File: src/rtl/mem_arb_pkg.sv
// Shared encodings for the I/D unified-memory arbiter.
// State, owner and latency-counter definitions used by the arbiter files.
package mem_arb_pkg;

  typedef enum logic [1:0] {
    IDLE  = 2'd0,
    ISSUE = 2'd1,
    WAIT  = 2'd2,
    RESP  = 2'd3
  } state_t;

  typedef enum logic {
    OWN_I = 1'b0,
    OWN_D = 1'b1
  } owner_t;

  localparam int CNT_W = 4;

  // Streak counter must hold 0..max inclusive.
  function automatic int streak_w(input int max_dstreak);
    return $clog2(max_dstreak + 2);
  endfunction

endpackage

File: src/rtl/mem_arb_pick.sv
// Grant selection between fetch (I) and data (D) requesters.
// D normally wins; I is forced once D has won max_dstreak times in a row.
module mem_arb_pick
  import mem_arb_pkg::*;
#(
  parameter int MAX_DSTREAK = 2,
  parameter int SW          = 2
) (
  input  logic          d_req,
  input  logic          i_req,
  input  logic [SW-1:0] streak,
  output logic          grant_valid,
  output logic          owner
);

  localparam logic [SW-1:0] SMAX = SW'(MAX_DSTREAK);

  logic force_i;

  assign force_i     = i_req & (streak == SMAX);
  assign grant_valid = d_req | i_req;

  always_comb begin
    owner = OWN_D;
    priority case (1'b1)
      d_req && !force_i: owner = OWN_D;
      i_req:             owner = OWN_I;
      default:           owner = OWN_D;
    endcase
  end

endmodule

File: src/rtl/mem_arbiter.sv
// Serialises IF fetches and MEM loads/stores onto one fixed-latency
// memory port: IDLE -> ISSUE -> WAIT x MEM_LAT -> RESP -> IDLE.
module mem_arbiter
  import mem_arb_pkg::*;
#(
  parameter int AW          = 32,
  parameter int DW          = 32,
  parameter int MEM_LAT     = 2,
  parameter int MAX_DSTREAK = 2
) (
  input  logic          clk,
  input  logic          rst,
  input  logic          i_req,
  input  logic [AW-1:0] i_addr,
  output logic [DW-1:0] i_rdata,
  output logic          i_ack,
  input  logic          d_req,
  input  logic          d_we,
  input  logic [AW-1:0] d_addr,
  input  logic [DW-1:0] d_wdata,
  output logic [DW-1:0] d_rdata,
  output logic          d_ack,
  output logic          mem_en,
  output logic          mem_we,
  output logic [AW-1:0] mem_addr,
  output logic [DW-1:0] mem_wdata,
  input  logic [DW-1:0] mem_rdata,
  output logic          stall_if,
  output logic          stall_mem
);

  localparam int SW = streak_w(MAX_DSTREAK);

  localparam logic [SW-1:0]    SMAX = SW'(MAX_DSTREAK);
  localparam logic [CNT_W-1:0] LAT  = CNT_W'(MEM_LAT);
  localparam logic [CNT_W-1:0] ONE  = CNT_W'(1);

  state_t           state;
  state_t           state_nx;
  logic             owner;
  logic             is_store;
  logic [SW-1:0]    streak;
  logic [CNT_W-1:0] cnt;
  logic             gnt;
  logic             gnt_own;
  logic             take;
  logic             last_wait;

  mem_arb_pick #(
    .MAX_DSTREAK (MAX_DSTREAK),
    .SW          (SW)
  ) u_pick (
    .d_req       (d_req),
    .i_req       (i_req),
    .streak      (streak),
    .grant_valid (gnt),
    .owner       (gnt_own)
  );

  assign take      = (state == IDLE) & gnt;
  assign last_wait = (state == WAIT) & (cnt == ONE);

  always_ff @(posedge clk or posedge rst) begin
    if (rst) state <= IDLE;
    else     state <= state_nx;
  end

  always_comb begin
    state_nx = state;
    unique case (state)
      IDLE:    if (gnt) state_nx = ISSUE;
      ISSUE:   state_nx = WAIT;
      WAIT:    if (cnt == ONE) state_nx = RESP;
      RESP:    state_nx = IDLE;
      default: state_nx = IDLE;
    endcase
  end

  always_ff @(posedge clk or posedge rst) begin
    if (rst) begin
      owner     <= OWN_D;
      is_store  <= 1'b0;
      streak    <= '0;
      cnt       <= '0;
      mem_addr  <= '0;
      mem_wdata <= '0;
      i_rdata   <= '0;
      d_rdata   <= '0;
    end else begin
      if (take) begin
        owner <= gnt_own;
        if (gnt_own == OWN_D) begin
          mem_addr  <= d_addr;
          mem_wdata <= d_wdata;
          is_store  <= d_we;
        end else begin
          mem_addr  <= i_addr;
          is_store  <= 1'b0;
        end
        // Only D wins that starve a waiting fetch count toward the limit.
        if (gnt_own == OWN_D && i_req) begin
          if (streak != SMAX) streak <= streak + 1'b1;
        end else begin
          streak <= '0;
        end
      end
      if (state == ISSUE)     cnt <= LAT;
      else if (state == WAIT) cnt <= cnt - 1'b1;
      if (last_wait && !is_store) begin
        if (owner == OWN_D) d_rdata <= mem_rdata;
        else                i_rdata <= mem_rdata;
      end
    end
  end

  assign mem_en    = (state == ISSUE);
  assign mem_we    = mem_en & is_store;
  assign i_ack     = (state == RESP) & (owner == OWN_I);
  assign d_ack     = (state == RESP) & (owner == OWN_D);
  assign stall_if  = i_req & ~i_ack;
  assign stall_mem = d_req & ~d_ack;

endmodule

File: config.mk
export PLATFORM = sky130hd
export DESIGN_NAME = mem_arbiter
export DESIGN_NICKNAME = d
export VERILOG_FILES = /design/src/rtl/mem_arb_pkg.sv /design/src/rtl/mem_arb_pick.sv /design/src/rtl/mem_arbiter.sv
export SDC_FILE = /design/constraint.sdc
export NUM_CORES = 1
export LEC_CHECK = 0
export BUFFER_PORTS_ARGS = -buffer_cell sky130_fd_sc_hd__buf_2
export CORE_ASPECT_RATIO = 1.1
export CORE_MARGIN = 2
export CORE_UTILIZATION = 30
export CTS_BUF_LIST = sky130_fd_sc_hd__clkbuf_4 sky130_fd_sc_hd__clkbuf_8 sky130_fd_sc_hd__clkbuf_16
export DETAILED_ROUTE_END_ITERATION = 6
export PLACE_DENSITY = 0.63
export SLEW_MARGIN = 10
export SYNTH_ARGS = -nofsm -noshare
export SYNTH_HDL_FRONTEND = slang
export SYNTH_SLANG_ARGS = --single-unit
File: constraint.sdc
create_clock -name clk -period 6.6 [get_ports clk]
set_input_delay 0.33 -clock clk [delete_from_list [all_inputs] [get_ports clk]]
set_output_delay 0.33 -clock clk [all_outputs]
set_load 0.01 [all_outputs]
Yosys cells after proc, flatten, opt, wreduce, memory -nomap -nowiden
Cells that the tools add are included.

Flip-flop bits (word level): 138. Input port bits: 133. Output and inout port bits: 134. Word-level logic and storage cells: 55.

Add/subtract/negate cells: 2. Equal/unequal tests: 9. Mux-type cells: 11. Bitwise operators: 12. Reductions and logical operators: 12.

Operators with widths (number): $mux 32 (1); $reduce_and 2->1 (5); $and 1x1->1 (8); $mux 2 (4); $mux 4 (2); $pmux 2 s4 (1); $eq 2x2->1 const B (3); $eq 4x1->1 const B (1); $ne 2x1->1 const B (2); $ne 2x2->1 const B (2); $sub 4x1->4 const B (1); $logic_and 1x1->1 (3); $mux 1 (3); $not 1->1 (3); $add 2x1->2 const B (1); $eq 2x1->1 const B (1); $logic_not 1->1 (2); $logic_not 2->1 (1); $reduce_bool 2->1 (1); $or 1x1->1 (1).

Longest topological paths before layout
Depth in word-level cells: 8. Gate-level depth with buffers: 7. Mapped depth without buffers: 5.

Modules after synthesis
Synthesis repeated with hierarchy kept, for this count alone.

Cell total of the unflattened synthesis: 409. Area total of the unflattened synthesis: 5788.1 um^2.

Modules (own cells, without submodules): mem_arbiter (instances 1, cells each 405, area each 5766.8 um^2, sequential area each 3454.6 um^2); mem_arb_pick (instances 1, cells each 4, area each 21.3 um^2, sequential area each 0.0 um^2).

Worst setup path before layout
OpenSTA, ideal clock, no wires.

Kind: register to register. Start: register cnt[1]. End: register i_rdata[0]. Setup time: 125 ps. Data arrival time: 1989 ps. Data required time: 6475 ps. Setup slack: 4486 ps. Cell stages (with the launch flop): 8. Buffers on the path: 2. Period minus slack after synthesis: 2114 ps. Cell sequence: dfrtp_1 > inv_1 > ha_1 > or3b_4 > or4b_4 > buf_6 > buf_12 > mux2_4.

Word-level cells in the longest chain between the ends: 4.

RTL lines: from (decl) (line mem_arbiter.sv:43) `logic [CNT_W-1:0] cnt;`; from (signal assigned) (line mem_arbiter.sv:108) `else if (state == WAIT) cnt <= cnt - 1'b1;`; $eq 4x1->1 (line mem_arbiter.sv:61) `assign last_wait = (state == WAIT) & (cnt == ONE);`; $and 1x1->1 (line mem_arbiter.sv:61); $logic_and 1x1->1 (line mem_arbiter.sv:109) `if (last_wait && !is_store) begin`; $reduce_and 2->1 (no line); to (signal assigned) (line mem_arbiter.sv:111) `else i_rdata <= mem_rdata;`; to (decl) (line mem_arbiter.sv:15) `output logic [DW-1:0] i_rdata,`.

No other way between the ends. A chain may end at the register's enable or synchronous reset.

Final worst setup path
Start: register cnt[1]. End: register i_rdata[7].

Same word-level chain as after synthesis.

==> results.json <==
{
  "synth_top_area_share_pct": 58.7,
  "yosysWarnings": 0,
  "drv_cap": 0,
  "htreeDepth": 4,
  "fin_tns_setup_ns": 0,
  "cts-hold-fix-buffers": 0,
  "synth_area_um2": 5840,
  "post_cts_buffers": 0,
  "critPathCaptureType": "flop",
  "grt_start_max_net_pins": 77,
  "seq_area_frac_synth_pct": 59.1,
  "track_usage_pct": 14.5,
  "wire_per_inst_um": 15.6,
  "port_buffers": 266,
  "finalHoldViolations": 0,
  "ant_nets": 0,
  "seqCellArea_um2": 3450,
  "hold_slack_ns": 0.0316,
  "skew_ns": 0.00803,
  "ctsRootBufferMaster": "clkbuf_16",
  "area_delta_synth_final_pct": 36.3,
  "cts.sinks": 138,
  "status": "completed",
  "cts_tree": "yes",
  "viasPerCell": 4.69,
  "antenna_found_initial": 0,
  "cts_buffers": 17,
  "vias": 4546,
  "clockBufferDepth": 2,
  "synth_area_leaders": "dfrtp_1 59%, mux2_2 13%, mux2_4 7.7%",
  "start_util_pct": 30.6,
  "async_flop_share_pct": 100,
  "cts.reportedPaths.clkPinSlew_ns": 0.06,
  "cp.arrival_ns": 2.64,
  "fmax_mhz": 425,
  "tightest_slew_ns": 0.927,
  "grt_pass1_wl_um": 23300,
  "drc": 0,
  "r2r-start": "cnt[1]",
  "multi_input_comb_area_um2": 2200,
  "rrSetupSlack_ns": 4.24,
  "fillers": 1846,
  "fin_crit_ns": 2.36,
  "synth.distinct_cells": 30,
  "peakVddDrop_v": 0.000192,
  "p_leak_nw": 3.99,
  "drive_above_1_share_pct": 56.5,
  "ys_ff_latch": 138,
  "die_area_um2": 20600,
  "worstSetupStartpointType": "flop",
  "rsz0062_at_grt": "false",
  "r2r_end": "i_rdata[7]",
  "clkLatencyLatePin_ns": 0.41,
  "slew_headroom_pct": 38.2,
  "synth_edf_count": 0,
  "synth-main-ff-cell": "dfrtp_1",
  "wirelength_um": 15100,
  "synthCells": 448,
  "grt_pass1_vias": 4574,
  "dieHeight_um": 150,
  "worst-path-max-fanout": 32,
  "yosysTopAreaCell": "dfrtp_1",
  "ioPinCount": 267,
  "syn-num-nets": 589,
  "holdCritPathClass": "input pin to async pin",
  "rows": 53,
  "finalWeightedCongestion": 0.778,
  "power.density_nw_per_um2": 500,
  "hpwl_um": 10500,
  "ff2ff_path_depth": 5,
  "slew_violations": 0,
  "crit_required_ns": 6.89,
  "syn_avg_cell_area_um2": 13.0,
  "critical_path_class": "flop to flop",
  "num-nets-final": 850,
  "die_width_um": 137,
  "drtIter0Drc": 161,
  "grt.overflow.total": 0,
  "firstDrtPassIters": 4,
  "cts_resized": 0,
  "setup_violations": 0,
  "diodes": 0,
  "coreArea_um2": 19100,
  "finalCritPeriodShare_pct": 35.7
}
-- state kept, by name, indices dropped and copies added, names as in the netlist --
name       count
state          2
mem_wdata     32
d_rdata       32
streak         2
cnt            4
owner          1
is_store       1
mem_addr      32
i_rdata       32
-- Yosys cell counts, types with 2 or more instances --
cell / n
nor2b_1: 3
nand2b_1: 3
clkbuf_1: 23
and2_1: 2
o21ai_0: 41
ha_1: 8
a31oi_1: 32
a21oi_1: 33
buf_2: 3
nand2_1: 5
buf_12: 3
mux2_4: 30
inv_1: 10
nor2_1: 34
dfrtp_1: 137
mux2_2: 67
-- layout make-up --
type / count / area share, %
inverter: 10 / 0.534
sequential: 138 / 43.4
tap: 247 / 3.88
timing repair buffer: 272 / 17.3
multi-input combinational: 270 / 27.6
clock buffer: 17 / 5.34
clock inverter: 15 / 1.96
-- metal layers --
layer,vias up,track usage [%],routed length [um]
met2,195,23.1,7000
li1,2117,-,-
met1,2211,18.4,6530
met3,23,4.34,1270
met5,-,0,0
met4,0,5.88,301
-- power by group --
group | internal [mW] | total (mW) | switching, mW | leakage [nW]
clock | 0.533 | 0.939 | 0.405 | 0.271
combinational | 0.776 | 1.55 | 0.770 | 2.07
sequential | 1.27 | 1.49 | 0.222 | 1.65
-- placed cells by master, fill, tap and decap left out, types with 2 or more instances in the layout --
master      instances
buf_2             266
dfrtp_1           137
mux2_2             67
o21ai_0            41
nor2_1             34
a21oi_1            33
a31oi_1            32
mux2_4             30
clkbuf_16          17
inv_1               9
ha_1                8
buf_4               6
nand2_1             5
inv_6               5
clkinvlp_4          5
inv_8               4
nand2b_1            3
and2_1              2
nor2b_1             2
-- through the flow --
stage	total power [mW]	utilization, %	worst slack, ns	cells	cell area (um2)
6_report	3.98	41.7	4.24	969	7960
5_1_grt	4.26	41.7	4.11	969	7960
4_1_cts	4.04	41.7	4.24	969	7960
2_1_floorplan	2.43	-	2.58	448	5840
3_3_place_gp	3.03	38.6	4.30	937	7380
3_5_place_dp	3.07	38.6	4.26	937	7380
-- cells by family (layout without fill, tap and decap cells) --
group	after synthesis	in the layout	share of synthesized area, %
AND/OR/NAND/NOR	54	54	4.50
buffers and inverters	40	314	3.60
multiplexers	98	98	20.8
AO/OA/AOI/OAI	110	110	10.3
adder cells (fa/ha/maj)	8	8	1.71
flip-flops	138	138	59.1
-- worst max-delay path, stage by stage (launching register included) --
cell and delay, ns:
dfrtp_1 0.37, inv_1 0.09, ha_1 0.15, or3b_4 0.40, or4b_4 0.80, mux2_4 0.40
-- worst max-delay path by stage --
stage          depth (start not counted)           to  startpoint  slack [ns]
3_5_place_dp                           6  d_rdata[23]      cnt[1]        4.26
4_1_cts                                6   d_rdata[6]      cnt[1]        4.24
5_1_grt                                6  d_rdata[31]      cnt[1]        4.11
2_1_floorplan                          1       cnt[0]         rst        2.58
3_3_place_gp                           6   d_rdata[7]      cnt[1]        4.30
6_report                               5   i_rdata[7]      cnt[1]        4.24
Power figures use the tool's default switching activity.
